===== src/rtl/window_5x5_gen.sv =====
// rtl/window_5x5_gen.sv - sliding 5x5 window builder with in-image gating and end-of-frame pulse
module window_5x5_gen #(
  parameter int WIDTH  = 17,
  parameter int HEIGHT = 17
) (
  input  logic         clk,
  input  logic         rst,
  input  logic         valid_i,
  input  logic [7:0]   data0_i,
  input  logic [7:0]   data1_i,
  input  logic [7:0]   data2_i,
  input  logic [7:0]   data3_i,
  input  logic [7:0]   data4_i,
  output logic [199:0] window_o,
  output logic         valid_o,
  output logic         done_o
);

  localparam int CW = (WIDTH  > 1) ? $clog2(WIDTH)  : 1;
  localparam int RW = (HEIGHT > 1) ? $clog2(HEIGHT) : 1;

  typedef enum logic [1:0] {IDLE, ACTIVE, DONE} state_t;

  state_t        state_q, state_d;
  logic [CW-1:0] col_cnt_q, col_cnt_d;
  logic [RW-1:0] row_cnt_q, row_cnt_d;
  logic [7:0]    win_q [25];
  logic [7:0]    win_d [25];
  logic          valid_q, valid_d;
  logic          done_q, done_d;
  logic [7:0]    col_in [5];
  logic          col_last, row_last, last_pix, in_image;

  // Window row 0 is the oldest image row, so it takes data4_i.
  always_comb begin
    col_in[0] = data4_i;
    col_in[1] = data3_i;
    col_in[2] = data2_i;
    col_in[3] = data1_i;
    col_in[4] = data0_i;
  end

  assign col_last = (col_cnt_q == CW'(WIDTH - 1));
  assign row_last = (row_cnt_q == RW'(HEIGHT - 1));
  assign last_pix = valid_i & col_last & row_last;
  // The first four columns of a row still hold pixels of the previous row.
  assign in_image = (col_cnt_q >= CW'(4)) && (row_cnt_q >= RW'(4));

  // Next-state: shift on accepted pixels, advance raster position, track frame phase.
  always_comb begin
    state_d   = state_q;
    col_cnt_d = col_cnt_q;
    row_cnt_d = row_cnt_q;
    win_d     = win_q;
    valid_d   = 1'b0;
    done_d    = 1'b0;
    if (valid_i) begin
      for (int r = 0; r < 5; r++) begin
        for (int c = 0; c < 4; c++) begin
          win_d[r*5+c] = win_q[r*5+c+1];
        end
        win_d[r*5+4] = col_in[r];
      end
      valid_d = in_image;
      done_d  = last_pix;
      if (last_pix) begin
        // Counters clear so a pixel arriving during DONE starts the next frame at (0,0).
        col_cnt_d = '0;
        row_cnt_d = '0;
        state_d   = DONE;
      end else if (col_last) begin
        col_cnt_d = '0;
        row_cnt_d = row_cnt_q + 1'b1;
        state_d   = ACTIVE;
      end else begin
        col_cnt_d = col_cnt_q + 1'b1;
        state_d   = ACTIVE;
      end
    end else if (state_q == DONE) begin
      state_d = IDLE;
    end
  end

  // State registers; a reset mid-frame drops the partial frame.
  always_ff @(posedge clk or negedge rst) begin
    if (!rst) begin
      state_q   <= IDLE;
      col_cnt_q <= '0;
      row_cnt_q <= '0;
      valid_q   <= 1'b0;
      done_q    <= 1'b0;
      for (int i = 0; i < 25; i++) begin
        win_q[i] <= '0;
      end
    end else begin
      state_q   <= state_d;
      col_cnt_q <= col_cnt_d;
      row_cnt_q <= row_cnt_d;
      valid_q   <= valid_d;
      done_q    <= done_d;
      win_q     <= win_d;
    end
  end

  for (genvar i = 0; i < 25; i++) begin : g_pack
    assign window_o[8*i +: 8] = win_q[i];
  end

  assign valid_o = valid_q;
  assign done_o  = done_q;

endmodule


===== config.mk =====
export PLATFORM = sky130hd
export DESIGN_NAME = window_5x5_gen
export DESIGN_NICKNAME = d
export VERILOG_FILES = /design/src/rtl/window_5x5_gen.sv
export SDC_FILE = /design/constraint.sdc
export NUM_CORES = 1
export LEC_CHECK = 0
export BUFFER_PORTS_ARGS = -buffer_cell sky130_fd_sc_hd__buf_2
export CAP_MARGIN = 20
export CORE_ASPECT_RATIO = 0.5
export CORE_UTILIZATION = 50
export DETAILED_ROUTE_END_ITERATION = 7
export PLACE_DENSITY = 0.78
export RECOVER_POWER = 25
export SLEW_MARGIN = 20
export SYNTH_ARGS = -nofsm -noshare
export SYNTH_HDL_FRONTEND = slang
export SYNTH_SLANG_ARGS = --single-unit

===== constraint.sdc =====
create_clock -name clk -period 4.6 [get_ports clk]
set_input_delay 0.69 -clock clk [delete_from_list [all_inputs] [get_ports clk]]
set_output_delay 0.69 -clock clk [all_outputs]
set_load 0.1 [all_outputs]

==> impl_metrics.json, run 1 <==
{
  "via_per_inst": 5.10,
  "setup_tns_ns": 0,
  "core-area_mm2": 0.0155,
  "outcome": "finished with violations",
  "finalHoldViolations": 0,
  "ant_nets": 0,
  "drt-pass1-iter-count": 4,
  "die_w_um": 181,
  "fin_crit_sh": 0.578,
  "fmax_mhz": 376,
  "clock_latency_ns": 0.47,
  "hpwl_um": 10100,
  "r2r_start": "col_cnt_q[0]",
  "drtIter0Drc": 139,
  "wl_um": 15200,
  "syn_area_per_cell_um2": 16.6,
  "slowest_delay_ns": 1.85,
  "start_util": 0.516,
  "netlist_instances": 482,
  "ys_types": 30,
  "setup_slack_ns": 1.94,
  "cp_data_arrival_time_ns": 2.65,
  "maxCapViolCount": 1,
  "crit_family": "buffers and inverters",
  "dr_total_vias": 4784,
  "cp_num_cells": 1,
  "routedWlPerCell_um": 16.2,
  "r2r_end": "row_cnt_q[1]",
  "gp_congestion": 0.752,
  "rsz0062_at_grt": "false",
  "synth-async-reset-ratio": 1.00,
  "rows": 32,
  "cp-end-kind": "asynchronous set/reset pin",
  "required_ns": 4.60,
  "cts-root-buf": "clkbuf_16",
  "syn_area_mm2": 0.00802,
  "reg2regPathDepth": 5,
  "pre_cts_ws_ns": 2.01,
  "cts_setup_buffers": 0,
  "crit_fanout": 111,
  "finClkSkew_ns": 0.00595,
  "yosys_warnings": 0,
  "cp_slowest_cell": "clkbuf_2",
  "clockBufferDepth": 3,
  "reg2reg_slack_ns": 2.74,
  "num_io_pins": 245,
  "hold_start": "data1_i[3]",
  "cts_resized": 0,
  "path_clk_slew_ns": 0.07,
  "htreeDepth": 1,
  "hold_class": "input port to flop",
  "cts_sinks": 212,
  "synth_ff_type": "dfrtp_1",
  "drive_gt1_frac": 0.654,
  "final_common_cell": "buf_2",
  "drcViolationCount": 0,
  "num_antenna_cells": 0,
  "cp_cell_sequence": "clkbuf_2",
  "min_to": "window_o[155]",
  "grt-ovfl-total": 0,
  "setup_viol": 0,
  "final_cell_mix": "242 x buf_2, 212 x dfrtp_1, 200 x mux2_2",
  "hold_depth": 2,
  "synth_seq_cells": 212,
  "syn_nets": 529,
  "worst_pin_slew_ns": 2.72,
  "holdBufCountCts": 0,
  "report.final.slew_viol_count": 111,
  "failed_checks": "capacitance limit, slew limit",
  "die_area_mm2": 0.0166,
  "crit_path_start_kind": "input port",
  "grtUsageTotal": 0.184,
  "synth_edf_count": 0,
  "grt_max_degree": 112,
  "grt_pass1_vias": 4729,
  "seq_area_frac_synth": 0.661,
  "cts_tree": "built",
  "cts_made_buffers": 19,
  "nNetsFinal": 772,
  "port_buffers": 244,
  "area.growth.synth_to_final_pct": 24.4,
  "die_h_um": 91.6,
  "period_minus_slack_ns": 2.66,
  "crit_buf_inv": 1,
  "grt_pass1_wl_um": 24700,
  "maxSlewHeadroom": -0.812,
  "crit_type": "input port to asynchronous set/reset pin",
  "antenna_found_initial": 0
}
==> state kept, by name, summed over array words and instances (netlist names) <==
name,count
row_cnt_q,5
window_o,200
col_cnt_q,5
valid_o,1
done_o,1
==> cells in the mapped netlist, types with 2 or more instances <==
| library cell | n | share of area |
|---|---|---|
| dfrtp_1 | 212 | 0.66 |
| mux2_2 | 200 | 0.28 |
| buf_2 | 22 | 0.014 |
| nand2_1 | 5 | 0.0023 |
| ha_1 | 4 | 0.0062 |
| inv_1 | 4 | 0.0019 |
| nand3_1 | 3 | 0.0019 |
| nand4_1 | 3 | 0.0023 |
| nor2_1 | 3 | 0.0014 |
| buf_6 | 2 | 0.0028 |
| clkbuf_1 | 2 | 0.00094 |
| nor4_1 | 2 | 0.0016 |
| xnor2_1 | 2 | 0.0022 |
| xor2_1 | 2 | 0.0022 |
==> area by class of cell <==
class	count	area [um^2]
Clock buffer	28	559
Fill cell	1206	5560
Sequential cell	212	5310
Inverter	4	15.0
Clock inverter	2	10.0
Multi-Input combinational cell	240	2560
Timing Repair Buffer	248	1270
Tap cell	204	255
==> metal layers <==
metal,vias to the layer above,routed length (um),track usage,share of wire
met5,-,0,0,0
met2,127,7570,0.306,0.50
met4,0,385,0.0523,0.025
met3,25,857,0.0465,0.056
li1,2192,-,-,-
met1,2440,6370,0.242,0.42
==> kinds of logic (layout without fill, tap and decap cells) <==
logic type / after synthesis / after routing / synth area share
xor gates and xnor gates: 4 / 4 / 0.00437
AOI/OAI and AO/OA: 9 / 9 / 0.00952
DFF: 212 / 212 / 0.661
muxes: 201 / 201 / 0.282
adders and majority gates: 4 / 4 / 0.00624
buffers and inverters: 30 / 282 / 0.0193
and+or+nand+nor: 22 / 22 / 0.0170
==> worst max-delay path by stage <==
| stage | startpoint | to | slack, ns |
|---|---|---|---|
| after global placement | valid_i | window_o[1] | 2.04 |
| after global routing | rst | window_o[72] | 1.30 |
| after detailed placement | valid_i | window_o[72] | 2.01 |
| after floorplan | valid_i | window_o[0] | 2.84 |
| after CTS | valid_i | window_o[72] | 2.51 |
| final | rst | window_o[107] | 1.94 |
==> metrics by stage <==
step           cells   util  hold slack (ns)  cell area (um^2)
6_report         938  0.642            0.444              9980
5_1_grt          938  0.642            0.419              9980
4_1_cts          938  0.643            0.367              9990
3_5_place_dp     908  0.606            0.491              9420
3_3_place_gp     908  0.606            0.485              9420
2_1_floorplan    482      -            0.394              8020
Power of run 1 is left out: the tool's default activity adds up to more than one toggle a clock period on the data nets, which glitch-free logic cannot reach.
==> run 2: changes to the inputs <==
ABC_AREA = 1   (was not set)
CORE_UTILIZATION = 46   (was 50)
PLACE_DENSITY = 0.76   (was 0.78)
clock period = 2.3 ns   (was 4.6 ns; I/O delays follow)
==> run 2 against run 1 <==
Net effect:
- the flow now finishes without violations
- worst setup slack worse by 1.3 ns
- cell count increased by 40%
- critical path depth unchanged
- first-iteration DRC count is 150% higher
- hold slack worse by 0.39 ns
- register-to-register slack got worse by 1.9 ns
- critical path type is now flop to primary output
- die area is 9.3% higher
- utilization fell by 3.8 points
- sequential cell count stayed put
- wire length grew 20%
- final area increased by 1.6%
==> impl_metrics.json, run 2 <==
{
  "outcome": "complete, no violations",
  "grt_pass1_wl_um": 28800,
  "port_buffers": 244,
  "layout.cells.non_filler": 1313,
  "synth-async-reset-ratio": 1.00,
  "cts_tree": "built",
  "dr_total_vias": 6157,
  "antenna_found_initial": 0,
  "final_common_cell": "nand2_1",
  "via_per_inst": 4.69,
  "crit_fanout": 3,
  "slowest_delay_ns": 0.45,
  "nNetsFinal": 1121,
  "cp-end-kind": "primary output",
  "die_w_um": 189,
  "period_minus_slack_ns": 1.68,
  "yosysTopAreaCell": "dfrtp_1",
  "yosys.area.top_type_share": 0.657,
  "setup_viol": 0,
  "largest_reg_flops": 200,
  "crit_type": "flop to primary output",
  "synth-adder-area-share": 0.00619,
  "syn_area_mm2": 0.00808,
  "synth_most_common_cell": "nand2_1",
  "die_h_um": 95.7,
  "synth_seq_cells": 212,
  "fin_crit_sh": 0.731,
  "hpwl_um": 12400,
  "cts_setup_buffers": 0,
  "drtIter0Drc": 342,
  "rows": 33,
  "synth_top_family_by_area": "simple AND/OR/NAND/NOR gates",
  "yosys_warnings": 0,
  "grt-ovfl-total": 0,
  "ys_types": 20,
  "wl_um": 18200,
  "drcViolationCount": 0,
  "clockBufferDepth": 3,
  "dp.cells": 1278,
  "yosys.area_share.simple": 0.151,
  "path_clk_slew_ns": 0.06,
  "finClkSkew_ns": 0.00870,
  "synthTopCellsByArea": "dfrtp_1 66%, nand2_1 14%, o21ai_0 9.7%",
  "crit_path_start_kind": "flop",
  "setup_tns_ns": 0,
  "syn_area_per_cell_um2": 9.61,
  "synth_commonest_cells": "300 x nand2_1, 212 x dfrtp_1, 156 x o21ai_0",
  "die_area_mm2": 0.0181,
  "synth_ff_type": "dfrtp_1",
  "routedWlPerCell_um": 13.9,
  "area.growth.synth_to_final_pct": 25.5,
  "final_cell_mix": "300 x nand2_1, 242 x buf_2, 212 x dfrtp_1",
  "setup_slack_ns": 0.618,
  "start_util": 0.482,
  "synth_mux_area_frac": 0,
  "synth_xor_area_frac": 0.00434,
  "ir_drop_v": 0.000633,
  "pre_cts_ws_ns": 0.699,
  "cts_sinks": 212,
  "grt_pass1_vias": 5758,
  "synth_edf_count": 0,
  "required_ns": 1.96,
  "cts-root-buf": "clkbuf_16",
  "drt-pass1-iter-count": 5,
  "crit_family": "buffers and inverters",
  "num_io_pins": 245,
  "crit_buf_inv": 1,
  "core-area_mm2": 0.0168,
  "seq_area_frac_synth": 0.657,
  "cts_made_buffers": 20,
  "num_antenna_cells": 0,
  "p_leak_nw": 5.47,
  "netlist_instances": 841,
  "drive_gt1_frac": 0.267,
  "rsz0062_at_grt": "false",
  "worst_pin_slew_ns": 0.945,
  "cp_data_arrival_time_ns": 1.34,
  "grt_max_degree": 160,
  "fmax_mhz": 594,
  "synth-compound-area-share": 0.102,
  "hold_class": "input port to flop",
  "htreeDepth": 1,
  "syn_nets": 888,
  "cp_slowest_cell": "buf_2",
  "nFillCells": 1458,
  "powerDensity_mw_per_mm2": 1240,
  "maxSlewHeadroom": 0.370,
  "cp_cell_sequence": "buf_2",
  "report.final.slew_viol_count": 0,
  "clock_latency_ns": 0.48,
  "gp_congestion": 0.808,
  "finalHoldViolations": 0,
  "ant_nets": 0,
  "maxCapViolCount": 0,
  "grtUsageTotal": 0.198
}
==> run 2: cell count changes after synthesis, sizes merged, moves of 7 or more <==
cell    delta
nand2    +295
buf        +7
o21ai    +163
mux2     -201
inv       +89
clkbuf    +13
==> run 2: tightest hold or removal path, stage by stage <==
cell	delay [ns]
buf_2	0.07
nand2_1	0.04
nand2_1	0.05
==> run 2: what timing repair did <==
action,4_1_cts,5_1_grt
hold endpoints to repair,56,0
hold buffers,1,0
gates resized for setup,0,0
==> run 2: routing by layer <==
| layer | vias up | GRT usage | part of all wire |
|---|---|---|---|
| met5 | - | 0 | 0 |
| met3 | 17 | 0.0401 | 0.045 |
| li1 | 3068 | - | - |
| met2 | 128 | 0.337 | 0.49 |
| met4 | 0 | 0.0464 | 0.013 |
| met1 | 2944 | 0.264 | 0.45 |
==> run 2: final cells by class <==
type | count | area [um^2] | area share
Timing Repair Buffer | 257 | 1400 | 0.138
Multi-Input combinational cell | 490 | 2130 | 0.210
Tap cell | 227 | 284 | 0.0280
Clock inverter | 8 | 90.1 | 0.00889
Sequential cell | 212 | 5310 | 0.523
Clock buffer | 26 | 574 | 0.0567
Inverter | 93 | 354 | 0.0349
==> run 2: cells by family (layout without fill, tap and decap cells) <==
| group | after synthesis | count (layout) |
|---|---|---|
| and+or+nand+nor | 317 | 317 |
| DFF | 212 | 212 |
| AOI/OAI and AO/OA | 165 | 165 |
| buffers and inverters | 139 | 384 |
| adders and majority gates | 4 | 4 |
| xor gates and xnor gates | 4 | 4 |
==> run 2: power by group <==
group	total, mW	leakage, nW	switching, mW	internal, mW
combinational	4.66	2.46	4.05	0.614
sequential	4.59	2.68	0.351	4.24
clock	3.32	0.334	1.34	1.98
==> run 2: worst paths after layout <==
path,startpoint,endpoint,slack (ns),cells past startpoint
worst max-delay path,window_o[196],window_o[196],0.62,1
worst min-delay path,data0_i[6],window_o[198],0.06,3
worst max register to register,col_cnt_q[1],col_cnt_q[1],0.85,7
worst min register to register,col_cnt_q[3],col_cnt_q[3],0.47,1
max in group asynchronous,rst,window_o[170],1.14,3
min in group asynchronous,rst,window_o[177],0.42,2
==> run 2: stage by stage <==
stage / hold WS, ns / total power, mW / area, um^2 / utilization
final: 0.0566 / 12.6 / 10100 / 0.605
after global routing: 0.0560 / 13.1 / 10100 / 0.605
after CTS: 0.0427 / 12.7 / 10100 / 0.605
after detailed placement: 0.382 / 9.35 / 9470 / 0.565
after global placement: 0.381 / 9.27 / 9470 / 0.565
after floorplan: 0.0494 / 8.49 / 8080 / -
No activity file was read; power rests on OpenSTA's default activity.
==> run 3: changes to the inputs <==
ABC_AREA = 0   (was 1)
clock period = 1.5 ns   (was 2.3 ns; I/O delays follow)
==> run 3 against run 2 <==
Net effect:
- count of clock-buffer cells in the layout is 1 lower
- the flow now finishes with violations (setup timing)
- hold slack gained 0.32 ns
- utilization up 6.1 points
- non-clock buffer count grew 55
- power up 94%
- clock power increased by 42%
- wire length decreased by 8.8%
- combinational power rose to 2.6 times the previous value
- sequential power rose by 68%
- largest cell class unchanged
==> impl_metrics.json, run 3 (same netlist as run 1, synthesis figures left out) <==
{
  "outcome": "finished with violations",
  "failed_checks": "setup timing",
  "crit_type": "flop to flop",
  "comb_power_share": 0.491,
  "start_util": 0.480,
  "gp_congestion": 0.755,
  "hold_class": "input port to flop",
  "min_to": "window_o[50]",
  "grt_max_degree": 55,
  "p_clk_frac": 0.192,
  "worst_pin_slew_ns": 1.06,
  "p_leak_nw": 5.17,
  "fin_crit_sh": 1.09,
  "num_io_pins": 245,
  "num_antenna_cells": 0,
  "grt-ovfl-total": 0,
  "die_area_mm2": 0.0180,
  "cp_data_arrival_time_ns": 1.99,
  "crit_fanout": 7,
  "cp-end-kind": "flop",
  "swShare": 0.502,
  "crit_buf_inv": 2,
  "cts_tree": "built",
  "clockBufferDepth": 3,
  "cts_made_buffers": 19,
  "setup_viol": 9,
  "rows": 33,
  "hold_start": "valid_i",
  "largest_reg_flops": 200,
  "ir_drop_v": 0.00136,
  "period_minus_slack_ns": 1.63,
  "cp_num_cells": 5,
  "maxSlewHeadroom": 0.292,
  "p_int_mw": 12.2,
  "die_h_um": 95.4,
  "hold_depth": 2,
  "fmax_mhz": 613,
  "crit_path_start_kind": "flop",
  "routedWlPerCell_um": 16.2,
  "ant_nets": 0,
  "htreeDepth": 1,
  "r2r_start": "col_cnt_q[0]",
  "setup_slack_ns": -0.132,
  "slowest_delay_ns": 0.45,
  "nNetsFinal": 836,
  "cts-root-buf": "clkbuf_16",
  "reg2regPathDepth": 5,
  "cts_sinks": 212,
  "core-area_mm2": 0.0167,
  "hpwl_um": 10900,
  "area.growth.synth_to_final_pct": 38.9,
  "cp_cell_sequence": "inv_1 -> ha_2 -> or3b_4 -> buf_4 -> o32a_1",
  "placedInstanceArea_mm2": 0.00964,
  "drt-pass1-iter-count": 4,
  "r2r_end": "row_cnt_q[4]",
  "p_seq_frac": 0.316,
  "dr_total_vias": 5034,
  "maxCapViolCount": 0,
  "powerDensity_mw_per_mm2": 2190,
  "finClkSkew_ns": 0.0124,
  "antenna_found_initial": 0,
  "final_util": 0.666,
  "crit_family": "simple AND/OR/NAND/NOR gates",
  "drive_gt1_frac": 0.637,
  "report.final.slew_viol_count": 0,
  "reg2reg_slack_ns": -0.13,
  "via_per_inst": 4.90,
  "port_buffers": 244,
  "final_cell_mix": "212 x dfrtp_1, 200 x mux2_2, 182 x buf_4",
  "rsz0062_at_grt": "true",
  "whs_ns": 0.372,
  "grt_pass1_wl_um": 26400,
  "grtUsageTotal": 0.182,
  "drcViolationCount": 0,
  "nFillCells": 1158,
  "cp_slowest_cell": "or3b_4",
  "required_ns": 1.86,
  "die_w_um": 189,
  "finalHoldViolations": 0,
  "wl_um": 16600,
  "startpoint": "col_cnt_q[0]",
  "grt_pass1_vias": 5152,
  "p_sw_mw": 12.2,
  "clock_latency_ns": 0.48,
  "path_clk_slew_ns": 0.07,
  "drtIter0Drc": 141,
  "final_common_cell": "dfrtp_1",
  "fin_area_mm2": 0.0111
}
run 3: cell types whose count changed in the layout (fill, tap and decap cells not counted), sizes merged, moves of 36 or more:
| cell | change |
|---|---|
| o21ai | -163 |
| clkbuf | +36 |
| mux2 | +201 |
| dlygate4sd3 | +40 |
| inv | -89 |
| nand2 | -295 |
run 3: how the worst max path moves through the flow:
| stage | to | slack, ns |
|---|---|---|
| global placement | row_cnt_q[1] | -0.17 |
| detailed placement | row_cnt_q[1] | -0.23 |
| floorplan | row_cnt_q[1] | -0.13 |
| finish | row_cnt_q[4] | -0.13 |
| global route | row_cnt_q[4] | -0.17 |
| CTS | row_cnt_q[1] | -0.11 |
run 3: power by group through the flow:
stage / registers, mW / logic [mW] / clock network (mW)
detailed placement: 7.76 / 11.2 / 0
CTS: 7.71 / 11.9 / 4.84
finish: 7.72 / 12.0 / 4.70
global placement: 7.69 / 11.2 / 0
floorplan: 15.6 / 1.47 / 0
global route: 7.89 / 12.3 / 5.09
run 3: through the flow:
stage / setup WS [ns] / std cells / setup TNS (ns) / power (mW)
3_3_place_gp: -0.173 / 948 / -0.619 / 18.8
5_1_grt: -0.169 / 1028 / -2.86 / 25.3
2_1_floorplan: -0.133 / 482 / -0.177 / 17.0
6_report: -0.132 / 1028 / -0.655 / 24.4
4_1_cts: -0.106 / 1024 / -0.205 / 24.4
3_5_place_dp: -0.228 / 948 / -1.10 / 19.0
run 3: layer usage:
layer	part of all wire	routed length, um	global-route usage
met5	0	0	0
met4	0.023	374	0.0437
met3	0.044	732	0.0386
met2	0.52	8600	0.326
met1	0.42	6900	0.230
run 3: area by class of cell:
cell class              count  area (um^2)  area share
multi-input cells         240         2580       0.232
repair buffers            312         2360       0.212
flip-flops and latches    212         5310       0.476
clock inverters             8         67.6     0.00607
clock buffers              25          528      0.0474
well taps                 227          284      0.0255
inverters                   4         15.0     0.00135
run 3: timing repair:
item	4_1_cts	5_1_grt
resized for setup	168	34
endpoints found under the hold margin	99	0
pin swaps	4	3
endpoints found under the setup margin	174	41
hold buffers	41	0
setup buffers	2	4
